### src/rtl/controle_pipeline_pkg.sv
// Shared opcode constants, control-field encodings and stage bundle types
// for the RV32 reduced-ISA control pipeline.
package controle_pipeline_pkg;

    localparam logic [6:0] OP_R      = 7'b0110011;
    localparam logic [6:0] OP_LOAD   = 7'b0000011;
    localparam logic [6:0] OP_STORE  = 7'b0100011;
    localparam logic [6:0] OP_BRANCH = 7'b1100011;
    localparam logic [6:0] OP_IMM    = 7'b0010011;
    localparam logic [6:0] OP_JALR   = 7'b1100111;
    localparam logic [6:0] OP_JAL    = 7'b1101111;
    localparam logic [6:0] OP_LUI    = 7'b0110111;
    localparam logic [6:0] OP_AUIPC  = 7'b0010111;

    typedef enum logic [1:0] {
        ALU_ADD   = 2'b00,
        ALU_SUB   = 2'b01,
        ALU_RTYPE = 2'b10,
        ALU_ITYPE = 2'b11
    } aluop_e;

    typedef enum logic [1:0] {
        REGALU = 2'b00,
        REGMEM = 2'b01,
        RPC    = 2'b10,
        REGIMM = 2'b11
    } mem2reg_e;

    typedef enum logic [1:0] {
        BCN    = 2'b00,
        BCB    = 2'b01,
        BCJAL  = 2'b10,
        BCJALR = 2'b11
    } branch_e;

    // Full bundle as decoded in ID and held in ID/EX
    typedef struct packed {
        logic     alusrc;
        logic     alusrc_a;
        aluop_e   aluop;
        logic     memread;
        logic     memwrite;
        branch_e  branch;
        logic     regwrite;
        mem2reg_e mem2reg;
    } ctl_t;

    // Fields still needed once the instruction has left EX
    typedef struct packed {
        logic     memread;
        logic     memwrite;
        branch_e  branch;
        logic     regwrite;
        mem2reg_e mem2reg;
    } mem_ctl_t;

    // Fields still needed once the instruction has left MEM
    typedef struct packed {
        logic     regwrite;
        mem2reg_e mem2reg;
    } wb_ctl_t;

    localparam ctl_t CTL_BUBBLE = '0;

endpackage

### src/rtl/controle_pipeline_if.sv
// Signal bundle between the IF/ID side, the datapath stage registers and the
// control pipeline. The slave modport is the control pipeline's view.
interface controle_pipeline_if #(
    parameter int CNTW = 16
);
    logic            id_valid;
    logic [6:0]      id_opcode;
    logic [4:0]      id_rs1;
    logic [4:0]      id_rs2;
    logic [4:0]      id_rd;
    logic            stall_ext;
    logic            flush_ex;
    logic            hazard_stall;
    logic            id_illegal;
    logic            ex_valid;
    logic            ex_alusrc;
    logic            ex_alusrc_a;
    logic [1:0]      ex_aluop;
    logic [4:0]      ex_rd;
    logic            mem_valid;
    logic            mem_memread;
    logic            mem_memwrite;
    logic [1:0]      mem_branch;
    logic [4:0]      mem_rd;
    logic            wb_valid;
    logic            wb_regwrite;
    logic [1:0]      wb_mem2reg;
    logic [4:0]      wb_rd;
    logic [CNTW-1:0] stall_count;

    modport master (
        output id_valid, id_opcode, id_rs1, id_rs2, id_rd, stall_ext, flush_ex,
        input  hazard_stall, id_illegal,
        input  ex_valid, ex_alusrc, ex_alusrc_a, ex_aluop, ex_rd,
        input  mem_valid, mem_memread, mem_memwrite, mem_branch, mem_rd,
        input  wb_valid, wb_regwrite, wb_mem2reg, wb_rd,
        input  stall_count
    );

    modport slave (
        input  id_valid, id_opcode, id_rs1, id_rs2, id_rd, stall_ext, flush_ex,
        output hazard_stall, id_illegal,
        output ex_valid, ex_alusrc, ex_alusrc_a, ex_aluop, ex_rd,
        output mem_valid, mem_memread, mem_memwrite, mem_branch, mem_rd,
        output wb_valid, wb_regwrite, wb_mem2reg, wb_rd,
        output stall_count
    );

endinterface

### src/rtl/controle_pipeline_decode.sv
// Combinational opcode-to-control-bundle decoder with register-use flags
// and illegal-opcode detection. Invalid or illegal slots decode to a bubble.
module controle_decode
    import controle_pipeline_pkg::*;
#(
    parameter int EXT_OPS = 1
) (
    input  logic       id_valid,
    input  logic [6:0] id_opcode,
    output ctl_t       ctl,
    output logic       uses_rs1,
    output logic       uses_rs2,
    output logic       illegal
);

    logic known;

    // Opcode table; anything unmatched or not valid collapses to a bubble
    always_comb begin
        ctl      = CTL_BUBBLE;
        uses_rs1 = 1'b0;
        uses_rs2 = 1'b0;
        known    = 1'b1;
        case (id_opcode)
            OP_R: begin
                ctl.aluop    = ALU_RTYPE;
                ctl.regwrite = 1'b1;
                uses_rs1     = 1'b1;
                uses_rs2     = 1'b1;
            end
            OP_LOAD: begin
                ctl.alusrc   = 1'b1;
                ctl.memread  = 1'b1;
                ctl.regwrite = 1'b1;
                ctl.mem2reg  = REGMEM;
                uses_rs1     = 1'b1;
            end
            OP_STORE: begin
                ctl.alusrc   = 1'b1;
                ctl.memwrite = 1'b1;
                uses_rs1     = 1'b1;
                uses_rs2     = 1'b1;
            end
            OP_BRANCH: begin
                ctl.aluop    = ALU_SUB;
                ctl.branch   = BCB;
                uses_rs1     = 1'b1;
                uses_rs2     = 1'b1;
            end
            OP_IMM: begin
                ctl.alusrc   = 1'b1;
                ctl.aluop    = ALU_ITYPE;
                ctl.regwrite = 1'b1;
                uses_rs1     = 1'b1;
            end
            OP_JALR: begin
                ctl.alusrc   = 1'b1;
                ctl.branch   = BCJALR;
                ctl.regwrite = 1'b1;
                ctl.mem2reg  = RPC;
                uses_rs1     = 1'b1;
            end
            OP_JAL: begin
                ctl.branch   = BCJAL;
                ctl.regwrite = 1'b1;
                ctl.mem2reg  = RPC;
            end
            OP_LUI: begin
                ctl.alusrc   = 1'b1;
                ctl.regwrite = 1'b1;
                ctl.mem2reg  = REGIMM;
                known        = (EXT_OPS != 0);
            end
            OP_AUIPC: begin
                ctl.alusrc   = 1'b1;
                ctl.alusrc_a = 1'b1;
                ctl.regwrite = 1'b1;
                known        = (EXT_OPS != 0);
            end
            default: known = 1'b0;
        endcase
        if (!(id_valid && known)) begin
            ctl      = CTL_BUBBLE;
            uses_rs1 = 1'b0;
            uses_rs2 = 1'b0;
        end
    end

    assign illegal = id_valid & ~known;

endmodule

### src/rtl/controle_pipeline.sv
// Registered control pipeline: ID decode, ID/EX, EX/MEM and MEM/WB control
// registers with valid bits, load-use hazard detection, bubble insertion,
// external freeze and a saturating stall-cycle counter.
module controle_pipeline
    import controle_pipeline_pkg::*;
#(
    parameter int EXT_OPS        = 1,
    parameter int LOADUSE_DETECT = 1,
    parameter int CNTW           = 16
) (
    input  logic               clk,
    input  logic               rst_n,
    controle_pipeline_if.slave bus
);

    ctl_t            ctl_p0;
    logic            uses_rs1_p0;
    logic            uses_rs2_p0;
    logic            illegal_p0;
    logic            load_use;

    ctl_t            ctl_p1;
    logic            vld_p1;
    logic [4:0]      rd_p1;
    mem_ctl_t        ctl_p2;
    logic            vld_p2;
    logic [4:0]      rd_p2;
    wb_ctl_t         ctl_p3;
    logic            vld_p3;
    logic [4:0]      rd_p3;
    logic [CNTW-1:0] cnt_q;

    function automatic logic [CNTW-1:0] sat_inc(input logic [CNTW-1:0] v);
        return (v == {CNTW{1'b1}}) ? v : v + {{(CNTW-1){1'b0}}, 1'b1};
    endfunction

    controle_decode #(
        .EXT_OPS (EXT_OPS)
    ) u_decode (
        .id_valid  (bus.id_valid),
        .id_opcode (bus.id_opcode),
        .ctl       (ctl_p0),
        .uses_rs1  (uses_rs1_p0),
        .uses_rs2  (uses_rs2_p0),
        .illegal   (illegal_p0)
    );

    // A load in EX whose destination feeds the instruction in ID; x0 never hazards
    assign load_use = vld_p1 & ctl_p1.memread & (rd_p1 != 5'd0) & bus.id_valid &
                      (((rd_p1 == bus.id_rs1) & uses_rs1_p0) |
                       ((rd_p1 == bus.id_rs2) & uses_rs2_p0));

    // A redirect kills the ID instruction, so stalling it would be pointless
    assign bus.hazard_stall = (LOADUSE_DETECT != 0) & load_use & ~bus.flush_ex;
    assign bus.id_illegal   = illegal_p0;

    // Stage registers: reset clears all, stall_ext freezes all, else shift with bubble insertion
    always_ff @(posedge clk) begin
        if (!rst_n) begin
            ctl_p1 <= CTL_BUBBLE;
            vld_p1 <= 1'b0;
            rd_p1  <= 5'd0;
            ctl_p2 <= '0;
            vld_p2 <= 1'b0;
            rd_p2  <= 5'd0;
            ctl_p3 <= '0;
            vld_p3 <= 1'b0;
            rd_p3  <= 5'd0;
        end else if (!bus.stall_ext) begin
            // ID -> EX
            if (bus.flush_ex || bus.hazard_stall || illegal_p0) begin
                ctl_p1 <= CTL_BUBBLE;
                vld_p1 <= 1'b0;
                rd_p1  <= 5'd0;
            end else begin
                ctl_p1 <= ctl_p0;
                vld_p1 <= bus.id_valid;
                rd_p1  <= bus.id_valid ? bus.id_rd : 5'd0;
            end
            // EX -> MEM
            ctl_p2.memread  <= ctl_p1.memread;
            ctl_p2.memwrite <= ctl_p1.memwrite;
            ctl_p2.branch   <= ctl_p1.branch;
            ctl_p2.regwrite <= ctl_p1.regwrite;
            ctl_p2.mem2reg  <= ctl_p1.mem2reg;
            vld_p2          <= vld_p1;
            rd_p2           <= rd_p1;
            // MEM -> WB
            ctl_p3.regwrite <= ctl_p2.regwrite;
            ctl_p3.mem2reg  <= ctl_p2.mem2reg;
            vld_p3          <= vld_p2;
            rd_p3           <= rd_p2;
        end
    end

    // Count every cycle the front end is held, saturating at all-ones
    always_ff @(posedge clk) begin
        if (!rst_n) begin
            cnt_q <= '0;
        end else if (bus.hazard_stall || bus.stall_ext) begin
            cnt_q <= sat_inc(cnt_q);
        end
    end

    assign bus.ex_valid     = vld_p1;
    assign bus.ex_alusrc    = ctl_p1.alusrc;
    assign bus.ex_alusrc_a  = ctl_p1.alusrc_a;
    assign bus.ex_aluop     = ctl_p1.aluop;
    assign bus.ex_rd        = rd_p1;
    assign bus.mem_valid    = vld_p2;
    assign bus.mem_memread  = ctl_p2.memread;
    assign bus.mem_memwrite = ctl_p2.memwrite;
    assign bus.mem_branch   = ctl_p2.branch;
    assign bus.mem_rd       = rd_p2;
    assign bus.wb_valid     = vld_p3;
    assign bus.wb_regwrite  = ctl_p3.regwrite;
    assign bus.wb_mem2reg   = ctl_p3.mem2reg;
    assign bus.wb_rd        = rd_p3;
    assign bus.stall_count  = cnt_q;

endmodule

### src/flat_wrapper.sv
// flat-port wrapper written by rule: the top's interface ports become plain ports
module controle_pipeline_flat import controle_pipeline_pkg::*;
#(
    parameter int EXT_OPS        = 1,
    parameter int LOADUSE_DETECT = 1,
    parameter int CNTW           = 16
)
  (clk, rst_n, bus_id_valid, bus_id_opcode, bus_id_rs1, bus_id_rs2, bus_id_rd, bus_stall_ext, bus_flush_ex, bus_hazard_stall, bus_id_illegal, bus_ex_valid, bus_ex_alusrc, bus_ex_alusrc_a, bus_ex_aluop, bus_ex_rd, bus_mem_valid, bus_mem_memread, bus_mem_memwrite, bus_mem_branch, bus_mem_rd, bus_wb_valid, bus_wb_regwrite, bus_wb_mem2reg, bus_wb_rd, bus_stall_count);
  controle_pipeline_if #(.CNTW(CNTW)) bus_i ();
  input  logic clk;
  input  logic rst_n;
  input wire logic [$bits(bus_i.id_valid)-1:0] bus_id_valid;
  input wire logic [$bits(bus_i.id_opcode)-1:0] bus_id_opcode;
  input wire logic [$bits(bus_i.id_rs1)-1:0] bus_id_rs1;
  input wire logic [$bits(bus_i.id_rs2)-1:0] bus_id_rs2;
  input wire logic [$bits(bus_i.id_rd)-1:0] bus_id_rd;
  input wire logic [$bits(bus_i.stall_ext)-1:0] bus_stall_ext;
  input wire logic [$bits(bus_i.flush_ex)-1:0] bus_flush_ex;
  output wire logic [$bits(bus_i.hazard_stall)-1:0] bus_hazard_stall;
  output wire logic [$bits(bus_i.id_illegal)-1:0] bus_id_illegal;
  output wire logic [$bits(bus_i.ex_valid)-1:0] bus_ex_valid;
  output wire logic [$bits(bus_i.ex_alusrc)-1:0] bus_ex_alusrc;
  output wire logic [$bits(bus_i.ex_alusrc_a)-1:0] bus_ex_alusrc_a;
  output wire logic [$bits(bus_i.ex_aluop)-1:0] bus_ex_aluop;
  output wire logic [$bits(bus_i.ex_rd)-1:0] bus_ex_rd;
  output wire logic [$bits(bus_i.mem_valid)-1:0] bus_mem_valid;
  output wire logic [$bits(bus_i.mem_memread)-1:0] bus_mem_memread;
  output wire logic [$bits(bus_i.mem_memwrite)-1:0] bus_mem_memwrite;
  output wire logic [$bits(bus_i.mem_branch)-1:0] bus_mem_branch;
  output wire logic [$bits(bus_i.mem_rd)-1:0] bus_mem_rd;
  output wire logic [$bits(bus_i.wb_valid)-1:0] bus_wb_valid;
  output wire logic [$bits(bus_i.wb_regwrite)-1:0] bus_wb_regwrite;
  output wire logic [$bits(bus_i.wb_mem2reg)-1:0] bus_wb_mem2reg;
  output wire logic [$bits(bus_i.wb_rd)-1:0] bus_wb_rd;
  output wire logic [$bits(bus_i.stall_count)-1:0] bus_stall_count;
  assign bus_i.id_valid = bus_id_valid;
  assign bus_i.id_opcode = bus_id_opcode;
  assign bus_i.id_rs1 = bus_id_rs1;
  assign bus_i.id_rs2 = bus_id_rs2;
  assign bus_i.id_rd = bus_id_rd;
  assign bus_i.stall_ext = bus_stall_ext;
  assign bus_i.flush_ex = bus_flush_ex;
  assign bus_hazard_stall = bus_i.hazard_stall;
  assign bus_id_illegal = bus_i.id_illegal;
  assign bus_ex_valid = bus_i.ex_valid;
  assign bus_ex_alusrc = bus_i.ex_alusrc;
  assign bus_ex_alusrc_a = bus_i.ex_alusrc_a;
  assign bus_ex_aluop = bus_i.ex_aluop;
  assign bus_ex_rd = bus_i.ex_rd;
  assign bus_mem_valid = bus_i.mem_valid;
  assign bus_mem_memread = bus_i.mem_memread;
  assign bus_mem_memwrite = bus_i.mem_memwrite;
  assign bus_mem_branch = bus_i.mem_branch;
  assign bus_mem_rd = bus_i.mem_rd;
  assign bus_wb_valid = bus_i.wb_valid;
  assign bus_wb_regwrite = bus_i.wb_regwrite;
  assign bus_wb_mem2reg = bus_i.wb_mem2reg;
  assign bus_wb_rd = bus_i.wb_rd;
  assign bus_stall_count = bus_i.stall_count;
  controle_pipeline #(.EXT_OPS(EXT_OPS), .LOADUSE_DETECT(LOADUSE_DETECT), .CNTW(CNTW)) u_core (.clk(clk), .rst_n(rst_n), .bus(bus_i));
endmodule
### config.mk
export PLATFORM = sky130hd
export DESIGN_NAME = controle_pipeline_flat
export DESIGN_NICKNAME = d
export VERILOG_FILES = /design/src/rtl/controle_pipeline_pkg.sv /design/src/rtl/controle_pipeline_if.sv /design/src/rtl/controle_pipeline_decode.sv /design/src/rtl/controle_pipeline.sv /design/src/flat_wrapper.sv
export SDC_FILE = /design/constraint.sdc
export NUM_CORES = 1
export LEC_CHECK = 0
export ABC_AREA = 1
export BUFFER_PORTS_ARGS = -buffer_cell sky130_fd_sc_hd__buf_2
export CAP_MARGIN = 30
export CORE_MARGIN = 2
export CORE_UTILIZATION = 30
export DETAILED_ROUTE_END_ITERATION = 12
export PLACE_DENSITY = 0.53
export SYNTH_ARGS = -nofsm -noshare
export SYNTH_HDL_FRONTEND = slang
export SYNTH_SLANG_ARGS = --single-unit
### constraint.sdc
create_clock -name clk -period 2.2 [get_ports clk]
set_input_delay 0 -clock clk [delete_from_list [all_inputs] [get_ports clk]]
set_output_delay 0 -clock clk [all_outputs]
set_load 0.02 [all_outputs]
==> flow_metrics.py <==
metrics = {
    "setup_path": {
        "cpMostUsedCell": "nor2_1",
        "cp_cell_sequence": "ha_1 -> nand2_2 -> nor3_4 -> nand4_1 -> or2_0 -> buf_4 -> nand2_8 -> inv_1 -> nor2_1 -> nor2_1",
        "start_kind": "register",
        "critPathRequiredTime_ns": 2.40,
        "crit_type": "reg -> reg",
        "slowest_stage": "dfxtp_1",
        "end_kind": "register",
        "crit_fanout": 15,
        "cp_slowest_stage_delay_ns": 0.43,
        "worstPathArrival_ns": 2.13,
    },
    "clock_network": {
        "numClockSinks": 55,
        "post-cts-setup-buffers": 0,
        "clock_latency_ns": 0.31,
        "cts_tree": "yes",
        "clk_path_buf_depth": 2,
        "clk_pin_slew_ns": 0.10,
        "cts-root-buf": "clkbuf_8",
        "cts_buffers": 5,
        "htree_levels": 2,
    },
    "floorplan": {
        "initial_utilization_pct": 30.5,
        "die_y_um": 101,
        "io_pins": 74,
        "die_area_um2": 10100,
        "rows": 35,
        "core_area_um2": 9150,
        "die_x_um": 101,
    },
    "synth": {
        "ys_ff_latch": 55,
        "yosysMostFrequentCell": "nand2_1",
        "synth_top_family_by_area": "simple AND/OR/NAND/NOR gates",
        "syn_area_um2": 2800,
        "ys_types": 30,
        "synth_area_leaders": "dfxtp_1 39%, nand2_1 10%, nor2_1 9.4%",
        "synthAdderAreaFrac_pct": 0.448,
        "synth-compound-area-share_pct": 12.0,
        "synth_edf_count": 0,
        "async_flop_share_pct": 0,
        "synthSimpleGateAreaFrac_pct": 33.0,
        "synth.largest_area_cell": "dfxtp_1",
        "netlist_top_cells_count": "78 x nand2_1, 70 x nor2_1, 55 x dfxtp_1",
        "synth_xor_xnor_area_share_pct": 6.89,
        "ys_seq_area_share_pct": 39.4,
        "synth_top_area_share_pct": 39.4,
        "ys_warn_count": 0,
        "syn_inst": 393,
        "syn-num-nets": 421,
        "syn_avg_cell_area_um2": 7.11,
        "ys.flop_type": "dfxtp_1",
        "muxShareOfSynthArea_pct": 0,
    },
    "route": {
        "drt_pass1_iterations": 4,
        "avgRoutedWirePerCell_um": 11.8,
        "dr_total_vias": 2709,
        "wl_um": 6860,
        "drt-initial-drc-count": 57,
        "drc": 0,
        "ant_nets": 0,
        "post_drt_via_cell_ratio": 4.66,
    },
    "sta": {
        "hold_ws_ns": 0.0131,
        "fin_crit_sh_pct": 87.9,
        "fmax_mhz": 517,
        "final_hold_viol_count": 0,
        "fin_skew_ns": 0.0127,
        "grt_setup_unrepaired": "no",
        "tightest_slew_ns": 0.562,
        "slew_violations": 0,
        "setup_tns_ns": 0,
        "setup_viol": 0,
        "min_period_ns": 1.93,
        "slew_headroom_pct": 62.5,
        "setup_slack_ns": 0.265,
    },
    "power_and_ir_drop": {
        "p_leak_nw": 1.54,
        "ir_worst_vdd_uv": 260,
        "finalPower_mw": 1.82,
        "power_density_nw_per_um2": 533,
    },
    "layout": {
        "fillerInstances": 981,
        "final_nets": 497,
        "antenna_cells": 0,
        "utilization_pct": 37.2,
        "drive_above_1_share_pct": 24.3,
        "fin_cells": 581,
        "areaGrowthSynthToFinish_pct": 21.8,
        "final_cell_area_um2": 3410,
    },
    "global_route": {
        "grt_overflow_total": 0,
        "grt_pass1_vias": 2474,
        "gr-usage-all-layers_pct": 14.0,
        "grt_max_degree": 37,
        "antenna_found_initial": 0,
        "grt_pass1_wl_um": 11500,
    },
    "placed_design": {
        "place_area_um2": 3270,
        "dp.cells": 568,
        "dp_hpwl_um": 5180,
        "gp_congestion": 0.916,
        "port_buffers": 73,
        "dpl_worst_slack_ns": 0.261,
    },
    "hold_path": {
        "hold_path_class": "in -> reg",
    },
    "run": {
        "cap_viol_max_count": 0,
    },
    "status": {
        "status": "finished clean",
    },
}
-- report_power, final --
part | total (mW) | switching (mW) | internal [mW]
clock | 0.562 | 0.333 | 0.229
sequential | 1.04 | 0.0160 | 1.02
combinational | 0.217 | 0.139 | 0.0783
-- per-layer routing --
| layer | vias up | wire length, µm | global-route usage, % |
|---|---|---|---|
| met4 | 0 | 120 | 5.06 |
| met1 | 1209 | 3270 | 18.3 |
| li1 | 1421 | - | - |
| met2 | 65 | 3180 | 23.1 |
| met3 | 14 | 276 | 2.64 |
| met5 | - | 0 | 0 |
-- cells by family (layout without fill, tap and decap cells) --
logic type,after synthesis,in the layout
xor gates and xnor gates,22,22
AOI/OAI and AO/OA,58,58
DFF,55,55
and+or+nand+nor,207,207
buffers and inverters,50,127
adders and majority gates,1,1
-- what timing repair did --
action,in CTS,in global routing
endpoints found under the hold margin,5,0
setup endpoints to repair,0,0
hold buffers,5,0
resized for setup,0,0
-- cell type report --
class / count / area [µm²] / share of cell area, %
clock inverter: 2 / 16.3 / 0.478
tap: 111 / 139 / 4.08
sequential: 55 / 1100 / 32.3
clock buffer: 6 / 72.6 / 2.13
inverter: 29 / 109 / 3.20
timing repair buffer: 90 / 505 / 14.8
multi-input combinational: 288 / 1460 / 42.9
-- worst max-delay path, delay by kind of cell (launching register included) --
family,cells,cell delay [ns]
fa+ha+maj,1,0.25
simple gates,7,0.88
flops,1,0.43
buf+inv,2,0.27
-- state kept, by name, indices dropped and copies added (netlist names) --
name,count
u_core.bus.ex_aluop,2
u_core.bus.ex_alusrc,1
u_core.bus.ex_alusrc_a,1
u_core.bus.ex_rd,5
u_core.bus.ex_valid,1
u_core.bus.mem_branch,2
u_core.bus.mem_memread,1
u_core.bus.mem_memwrite,1
u_core.bus.mem_rd,5
u_core.bus.mem_valid,1
u_core.bus.stall_count,16
u_core.bus.wb_mem2reg,2
u_core.bus.wb_rd,5
u_core.bus.wb_regwrite,1
u_core.bus.wb_valid,1
u_core.ctl_p1,7
u_core.ctl_p2,3
-- layout by cell type (no fill, tap or decap), drive strengths merged --
cell type    synthesis  layout
a21oi               33      33
buf                 10      85
clkbuf              11       6
clkinv               1       1
clkinvlp             0       1
dfxtp               55      55
dlygate4sd3          0       5
ha                   1       1
inv                 28      29
nand2               81      81
nand3               33      33
nand4               13      13
nor2                74      74
nor3                 5       5
o2111ai              1       1
o21ai               23      23
o311ai               1       1
or2                  1       1
xnor2                8       8
xor2                14      14
-- path summary, 6_finish.rpt --
check	startpoint	to	slack, ns	cells past startpoint
worst max-delay path	u_core.bus.stall_count[0]	u_core.bus.stall_count[1]	0.27	10
worst min-delay path	bus_id_opcode[5]	u_core.ctl_p1[5]	0.01	3
worst max register to register	u_core.bus.stall_count[0]	u_core.bus.stall_count[1]	0.27	10
worst min register to register	u_core.ctl_p1[5]	u_core.ctl_p1[5]	0.47	2
No activity file was read; power rests on OpenSTA's default activity.
